File: src/rtl/dmem_responder.sv
// dmem_responder: multi-cycle data-memory responder for the CPU load/store port.
// Serves one access at a time. Each access takes LATENCY busy cycles, and
// stall holds the pipeline until the access completes.
// Optional feature: define DMEM_READ_BUF_EN to build a one-entry read buffer.
// A read that hits the buffer completes in the same cycle, with no stall.
module dmem_responder #(
  parameter int ADDR_WIDTH = 8,
  parameter int LATENCY    = 3
) (
  input  logic        clk,
  input  logic        init,
  input  logic [15:0] DataAddress,
  input  logic        ReadMem,
  input  logic        WriteMem,
  input  logic [15:0] DataIn,
  output logic [15:0] DataOut,
  output logic        stall,
  output logic        mem_err
);

  typedef enum logic [1:0] {IDLE, BUSY, DONE} state_t;

  localparam logic [3:0] LAT_CNT = 4'(LATENCY);
  localparam int         DEPTH   = 1 << ADDR_WIDTH;

  state_t                  state_reg;
  logic [3:0]              cnt_reg;
  logic [ADDR_WIDTH-1:0]   req_addr_reg;
  logic [15:0]             req_data_reg;
  logic                    req_write_reg;
  logic [15:0]             data_out_reg;
  logic                    mem_err_reg;
  logic [15:0]             mem_rd_reg;
  logic [15:0]             mem [0:DEPTH-1];

  logic                    request;
  logic                    start;
  logic                    last_busy;
  logic                    commit_write;
  logic [ADDR_WIDTH-1:0]   addr_in;
  logic [ADDR_WIDTH-1:0]   rd_addr;
  logic                    buf_hit;
  logic [15:0]             buf_rd_data;

  // The upper address bits are deliberately dropped, so addresses wrap.
  generate
    if (ADDR_WIDTH < 16) begin : g_wrap
      logic unused_upper_addr;
      assign unused_upper_addr = ^DataAddress[15:ADDR_WIDTH];
    end
  endgenerate

  assign addr_in      = DataAddress[ADDR_WIDTH-1:0];
  assign request      = ReadMem | WriteMem;
  assign start        = request & ~buf_hit;
  assign last_busy    = (state_reg == BUSY) && (cnt_reg == LAT_CNT);
  assign commit_write = last_busy & req_write_reg & ~init;
  // Before capture, the read port follows the live address. This keeps the
  // read word ready at the first BUSY edge, which matters when LATENCY is 1.
  assign rd_addr      = (state_reg == IDLE) ? addr_in : req_addr_reg;

`ifdef DMEM_READ_BUF_EN
  logic                    buf_valid_reg;
  logic [ADDR_WIDTH-1:0]   buf_tag_reg;
  logic [15:0]             buf_data_reg;

  // A plain read in IDLE is a hit when it matches the valid buffered address.
  assign buf_hit = (state_reg == IDLE) && ReadMem && !WriteMem && !init &&
                   buf_valid_reg && (buf_tag_reg == addr_in);
  assign buf_rd_data = buf_data_reg;

  // Fill the buffer on read completion. A write to the tagged address updates
  // the buffer at the same edge as the array write.
  always_ff @(posedge clk or posedge init) begin
    if (init) begin
      buf_valid_reg <= 1'b0;
      buf_tag_reg   <= '0;
      buf_data_reg  <= 16'h0000;
    end else if (last_busy) begin
      if (!req_write_reg) begin
        buf_valid_reg <= 1'b1;
        buf_tag_reg   <= req_addr_reg;
        buf_data_reg  <= mem_rd_reg;
      end else if (buf_valid_reg && (buf_tag_reg == req_addr_reg)) begin
        buf_data_reg  <= req_data_reg;
      end
    end
  end
`else
  assign buf_hit     = 1'b0;
  assign buf_rd_data = 16'h0000;
`endif

  // The memory array has no reset, so a reset does not disturb its contents.
  // The read port is registered and reloads every cycle.
  always_ff @(posedge clk) begin
    if (commit_write) begin
      mem[req_addr_reg] <= req_data_reg;
    end
    mem_rd_reg <= mem[rd_addr];
  end

  // Access sequencer: IDLE captures a request, BUSY counts the latency, and
  // DONE presents the result for one cycle.
  always_ff @(posedge clk or posedge init) begin
    if (init) begin
      state_reg     <= IDLE;
      cnt_reg       <= 4'd0;
      req_addr_reg  <= '0;
      req_data_reg  <= 16'h0000;
      req_write_reg <= 1'b0;
      data_out_reg  <= 16'h0000;
      mem_err_reg   <= 1'b0;
    end else begin
      case (state_reg)
        IDLE: begin
          if (buf_hit) begin
            data_out_reg <= buf_rd_data;
          end
          if (start) begin
            req_addr_reg  <= addr_in;
            req_data_reg  <= DataIn;
            req_write_reg <= WriteMem;
            cnt_reg       <= 4'd1;
            state_reg     <= BUSY;
            if (ReadMem && WriteMem) begin
              mem_err_reg <= 1'b1;
            end
          end
        end
        BUSY: begin
          if (cnt_reg == LAT_CNT) begin
            state_reg <= DONE;
            if (!req_write_reg) begin
              data_out_reg <= mem_rd_reg;
            end
          end else begin
            cnt_reg <= cnt_reg + 4'd1;
          end
        end
        DONE: begin
          state_reg <= IDLE;
        end
        default: begin
          state_reg <= IDLE;
        end
      endcase
    end
  end

  // Stall drops as soon as init is asserted, even while a request is held.
  assign stall   = ~init & (((state_reg == IDLE) & start) | (state_reg == BUSY));
  assign DataOut = buf_hit ? buf_rd_data : data_out_reg;
  assign mem_err = mem_err_reg;

endmodule

File: config.mk
export PLATFORM = sky130hd
export DESIGN_NAME = dmem_responder
export DESIGN_NICKNAME = d
export VERILOG_FILES = /design/src/rtl/dmem_responder.sv
export SDC_FILE = /design/constraint.sdc
export NUM_CORES = 2
export LEC_CHECK = 0
export BUFFER_PORTS_ARGS = -buffer_cell sky130_fd_sc_hd__clkbuf_2
export CORE_ASPECT_RATIO = 0.9
export CORE_UTILIZATION = 50
export CTS_BUF_LIST = sky130_fd_sc_hd__clkbuf_8
export DETAILED_ROUTE_END_ITERATION = 10
export PLACE_DENSITY = 0.62
export SLEW_MARGIN = 30
export SYNTH_ARGS = -nofsm -noshare
export SYNTH_HDL_FRONTEND = slang
export SYNTH_SLANG_ARGS = --single-unit
File: constraint.sdc
create_clock -name clk -period 9.8 [get_ports clk]
set_clock_uncertainty 0.15 [all_clocks]
set_input_delay 1.47 -clock clk [delete_from_list [all_inputs] [get_ports clk]]
set_output_delay 1.47 -clock clk [all_outputs]
set_load 0.02 [all_outputs]
After elaboration in Yosys (flattened, before gate mapping)
Memories as Yosys holds them, arrays and structs flattened. A register that Yosys moved wholly into a read port is not among the register bits.
Cells that the tools add are included.
Widths: inputs -> output; s select.
Word-level totals
  input bits: 36
  flip-flop bits (word level): 48
  memory bits (writable): 4096
  word-level logic and storage cells: 40
  memories: 1
  output and inout bits: 18
Operators by class
  reduce and logical (&&, ||, !) cells: 9
  eq/ne operators: 5
  multiplexer cells: 9
  bitwise logic cells: 8
  add/subtract/negate cells: 1
Memory list
  mem: depth 256, bits a word 16, rd ports 1, clocked after memory_dff 1, wr ports 1, line 34  | logic [15:0] mem [0:DEPTH-1];
Operators by type and width (count)
  $reduce_and 3->1: 3
  $mux 4: 2
  $mux 8: 1
  $pmux 4 s2: 1
  $ne 2x2->1 const B: 3
  $add 4x1->4 const B: 1
  $and 1x1->1: 4
  $eq 4x2->1 const B: 1
  $mux 2: 2
  $pmux 2 s2: 1
  $reduce_and 2->1: 2
  $eq 2x1->1 const B: 1
  $logic_and 1x1->1: 2
  $logic_not 2->1: 1
  $mux 1: 2
  $not 1->1: 2
  $or 1x1->1: 2
  $reduce_bool 2->1: 1

Logic depth before layout (Yosys ltp)
  depth in word-level cells: 6
  depth in mapped cells: 14
  gate-level depth less buffers: 8

Worst setup path after synthesis
OpenSTA, ideal clock, no wires.
  kind: input-to-reg
  from: input port init
  to: memory mem[54][0], enable pin
  path buffers: 1
  setup slack: 4.932 ns
  data arrival time: 4.330 ns
  required time: 9.262 ns
  setup time: 0.388 ns
  stages: 6
  path through: inv_1 > nand3_1 > nor3_1 > nand3_1 > clkbuf_1 > nor2_1
Between the ends
  longest elaborated chain between the ends: 4
Ends and longest elaborated chain
  start: declaration: line 11  | input logic init,
  $not 1->1: line 57  | assign commit_write = last_busy & req_write_reg & ~init;
  $and 1x1->1: line 57
  $mux 1: line 97  | if (commit_write) begin
  $mux 1 (not written as such): line 98  | mem[req_addr_reg] <= req_data_reg;
  end: declaration: line 34
No other way between the ends.

Worst setup path in the final report
  from: register state_reg[0]
  to: register mem_rd_reg[12] (read register of mem)
Between the ends
  longest elaborated chain between the ends: 2
Ends and longest elaborated chain
  start: declaration: line 26  | state_t state_reg;
  start signal: assignment: line 107  | state_reg <= IDLE;
  start signal: assignment: line 125  | state_reg <= BUSY;
  start signal: assignment: line 133  | state_reg <= DONE;
  $logic_not 2->1: line 60  | assign rd_addr = (state_reg == IDLE) ? addr_in : req_addr_reg;
  $mux 8: line 60
  end: declaration: line 33  | logic [15:0] mem_rd_reg;
No other way between the ends.
A chain may end at the register's enable or synchronous reset.

==> run metrics <==
status=completed; Detail Placement HPWL=approximately 250000 um; die area=between 300000 and 400000 um2; Root Buffer=clkbuf_8; antenna violations before repair=35; register area share after synthesis=0.777; Final period util=0.593; H-tree Lvls=6; CTS resizes=0; leading cell type in the layout, fill and taps excluded=edfxtp_1; # hold bufs at CTS=0; DRT Wirelength=~440000 um; mapped cell area=160000 um2; Worst Setup Path Type=flip-flop to flip-flop; CTS max path bufs=4; CP required=about 11 ns; unrepaired setup endpoints after global routing=no; Slew @ Worst Pin=1.27 ns; Syn Nets=roughly 10000; clk sinks=4160; row count=roughly 200; TritonCTS clock tree=built; Top FF cell, synth=edfxtp_1; CP endpoint kind=flip-flop; Leak=between 50 and 60 nW; Via density=approximately 6.1; EDFF count, synth=around 4000; vias=~93000; DRT antenna net count=0; Largest Register=mem; Final GP Congestion=between 0.8 and 0.9; Avg Cell Area, Syn=between 15 and 20 um2; grt ovf=0; Largest stage delay, worst path=0.89 ns; synthesized instance count=about 10000; Final Critical Period=about 5.8 ns; first-pass GRT wire length=634000 um; worst skew pair latency=~1.1 ns; fin. max-slew vios=0; total global-route track usage=0.271; DRC=0; Die H=about 540 um; starting density of the core=0.504; nets=between 10000 and 15000; post-CTS setup repair buffer count=0; cts bufs inserted=between 600 and 700; crit path max fanout=a little over 90; Min Hold Slack=between 0.2 and 0.25 ns; Die Width=599 um; hold crit path type=input port to asynchronous set/reset pin; port bufs=45; headroom to the max-slew limit=0.155; largest net degree at the start of global routing=185; Hold Fails Final Rpt=0; commonest non-fill, non-tap cells in the layout=edfxtp_1 (4096), nand2_1 (2129), nand3_1 (671); worst path cell trace=or2_1, a21o_4, buf_4, nand2_4, buf_12, o22ai_1, o21ai_0, nand4_1, nor2_1, nor4_1; setup_tns=0 ns; max capacitance violation total=0; vias in the first global route=between 80000 and 90000; core region area=around 320000 um2; fraction of layout cells with a size suffix above 1=0.146; fmax=between 150 and 200 MHz; max reg flops=~4100; First-pass DRT Iterations=6; ys async rst share=0.0115; crit path DAT=approximately 6.6 ns; I/O pins=54; total power per unit cell area=around 310 nW/um2; Initial DRC Count=~11000; CP Launch Type=flip-flop; Area growth, synth to finish=11.4%; YS warnings=0; Slowest-stage cell, CP=dfrtp_1; Final Util=0.562; Setup-failing EPs final=0; wire per inst=roughly 29 um; Worst VDD drop=about 0.47 mV; clock transition at the registers of the reported paths=0.07 ns; Fill cells=24800; synth unique cells=60; worst r2r path cells=10; Yosys reg bits=between 4000 and 5000
[metrics by stage]
step,cells,cell area (um2),total power (W),setup slack [ns]
detailed placement,14200,167000,0.0428,3.45
finish,15400,178000,0.0557,3.99
global placement,14200,167000,0.0423,3.10
global route,15400,178000,0.0577,3.94
floorplan,10200,160000,0.0353,4.93
CTS,15300,178000,0.0557,4.16
[metal layers]
layer	global-route usage	routed length, um
met1	0.382	177000
met2	0.421	206000
met3	0.0545	42000
met4	0.102	17400
met5	0	142
[synth_stat cells (all sizes together) (6+ instances only)]
master | n | area, um2
o22ai | 197 | 1240
nand3 | 677 | 3390
nor2 | 332 | 1260
and3 | 7 | 43.8
o21ai | 104 | 524
mux2i | 515 | 5150
o21a | 6 | 45.0
a2111oi | 44 | 385
nand2 | 2146 | 8060
dfxtp | 16 | 320
nor2b | 9 | 56.3
o2111ai | 46 | 403
nor3b | 6 | 56.3
a21oi | 238 | 1190
buf | 338 | 1920
mux4 | 232 | 5230
a31oi | 160 | 1000
a22oi | 79 | 593
nor4 | 54 | 338
a32oi | 113 | 990
clkbuf | 301 | 1130
mux2 | 41 | 462
dfrtp | 48 | 1200
edfxtp | 4096 | 123000
nor3 | 6 | 30.0
nand4 | 288 | 1800
a211oi | 13 | 97.6
[path summary, 6_finish.rpt]
path                           startpoint               end  slack [ns]
max                          state_reg[0]    mem_rd_reg[12]        3.99
min                                  init   req_data_reg[1]        0.22
max reg2reg                  state_reg[0]    mem_rd_reg[12]        3.99
min reg2reg                mem_rd_reg[14]       DataOut[14]        0.34
max in group asynchronous            init  req_data_reg[11]        8.26
min in group clk           mem_rd_reg[14]       DataOut[14]        0.34
[critical path: cells and delay by family, from the launching register on]
kind / cells / cell delay (ns)
buf+inv: 2 / 1.17
simple gates: 5 / 2.29
compound gates: 3 / 0.93
flops: 1 / 0.89
[layout make-up]
type                       count  area [um2]  area share
antenna                       18        45.0    0.000252
clock buffer                 661        9100      0.0510
clock inverter               456        2190      0.0123
inverter                       3        12.5   0.0000701
multi-input combinational   5354       33400       0.187
sequential                  4160      125000       0.698
tap                         4257        5330      0.0298
timing repair buffer         457        3840      0.0215
[cells by family after synthesis]
family | count (synthesis) | share of synthesized area
DFF | 4160 | 0.777
and+or+nand+nor | 3546 | 0.0948
AOI/OAI and AO/OA | 1018 | 0.0414
muxes | 788 | 0.0676
buffers and inverters | 642 | 0.0191
xor gates and xnor gates | 1 | 0.0000547
adders and majority gates | 1 | 0.0000781
[power breakdown]
part | switching (W) | internal [W] | leakage [nW]
clock | 0.00662 | 0.00646 | 6.51
sequential | 0.000786 | 0.0224 | 37.5
combinational | 0.0142 | 0.00527 | 14.7
total | 0.0216 | 0.0341 | 58.7
No activity file was read; power rests on OpenSTA's default activity.
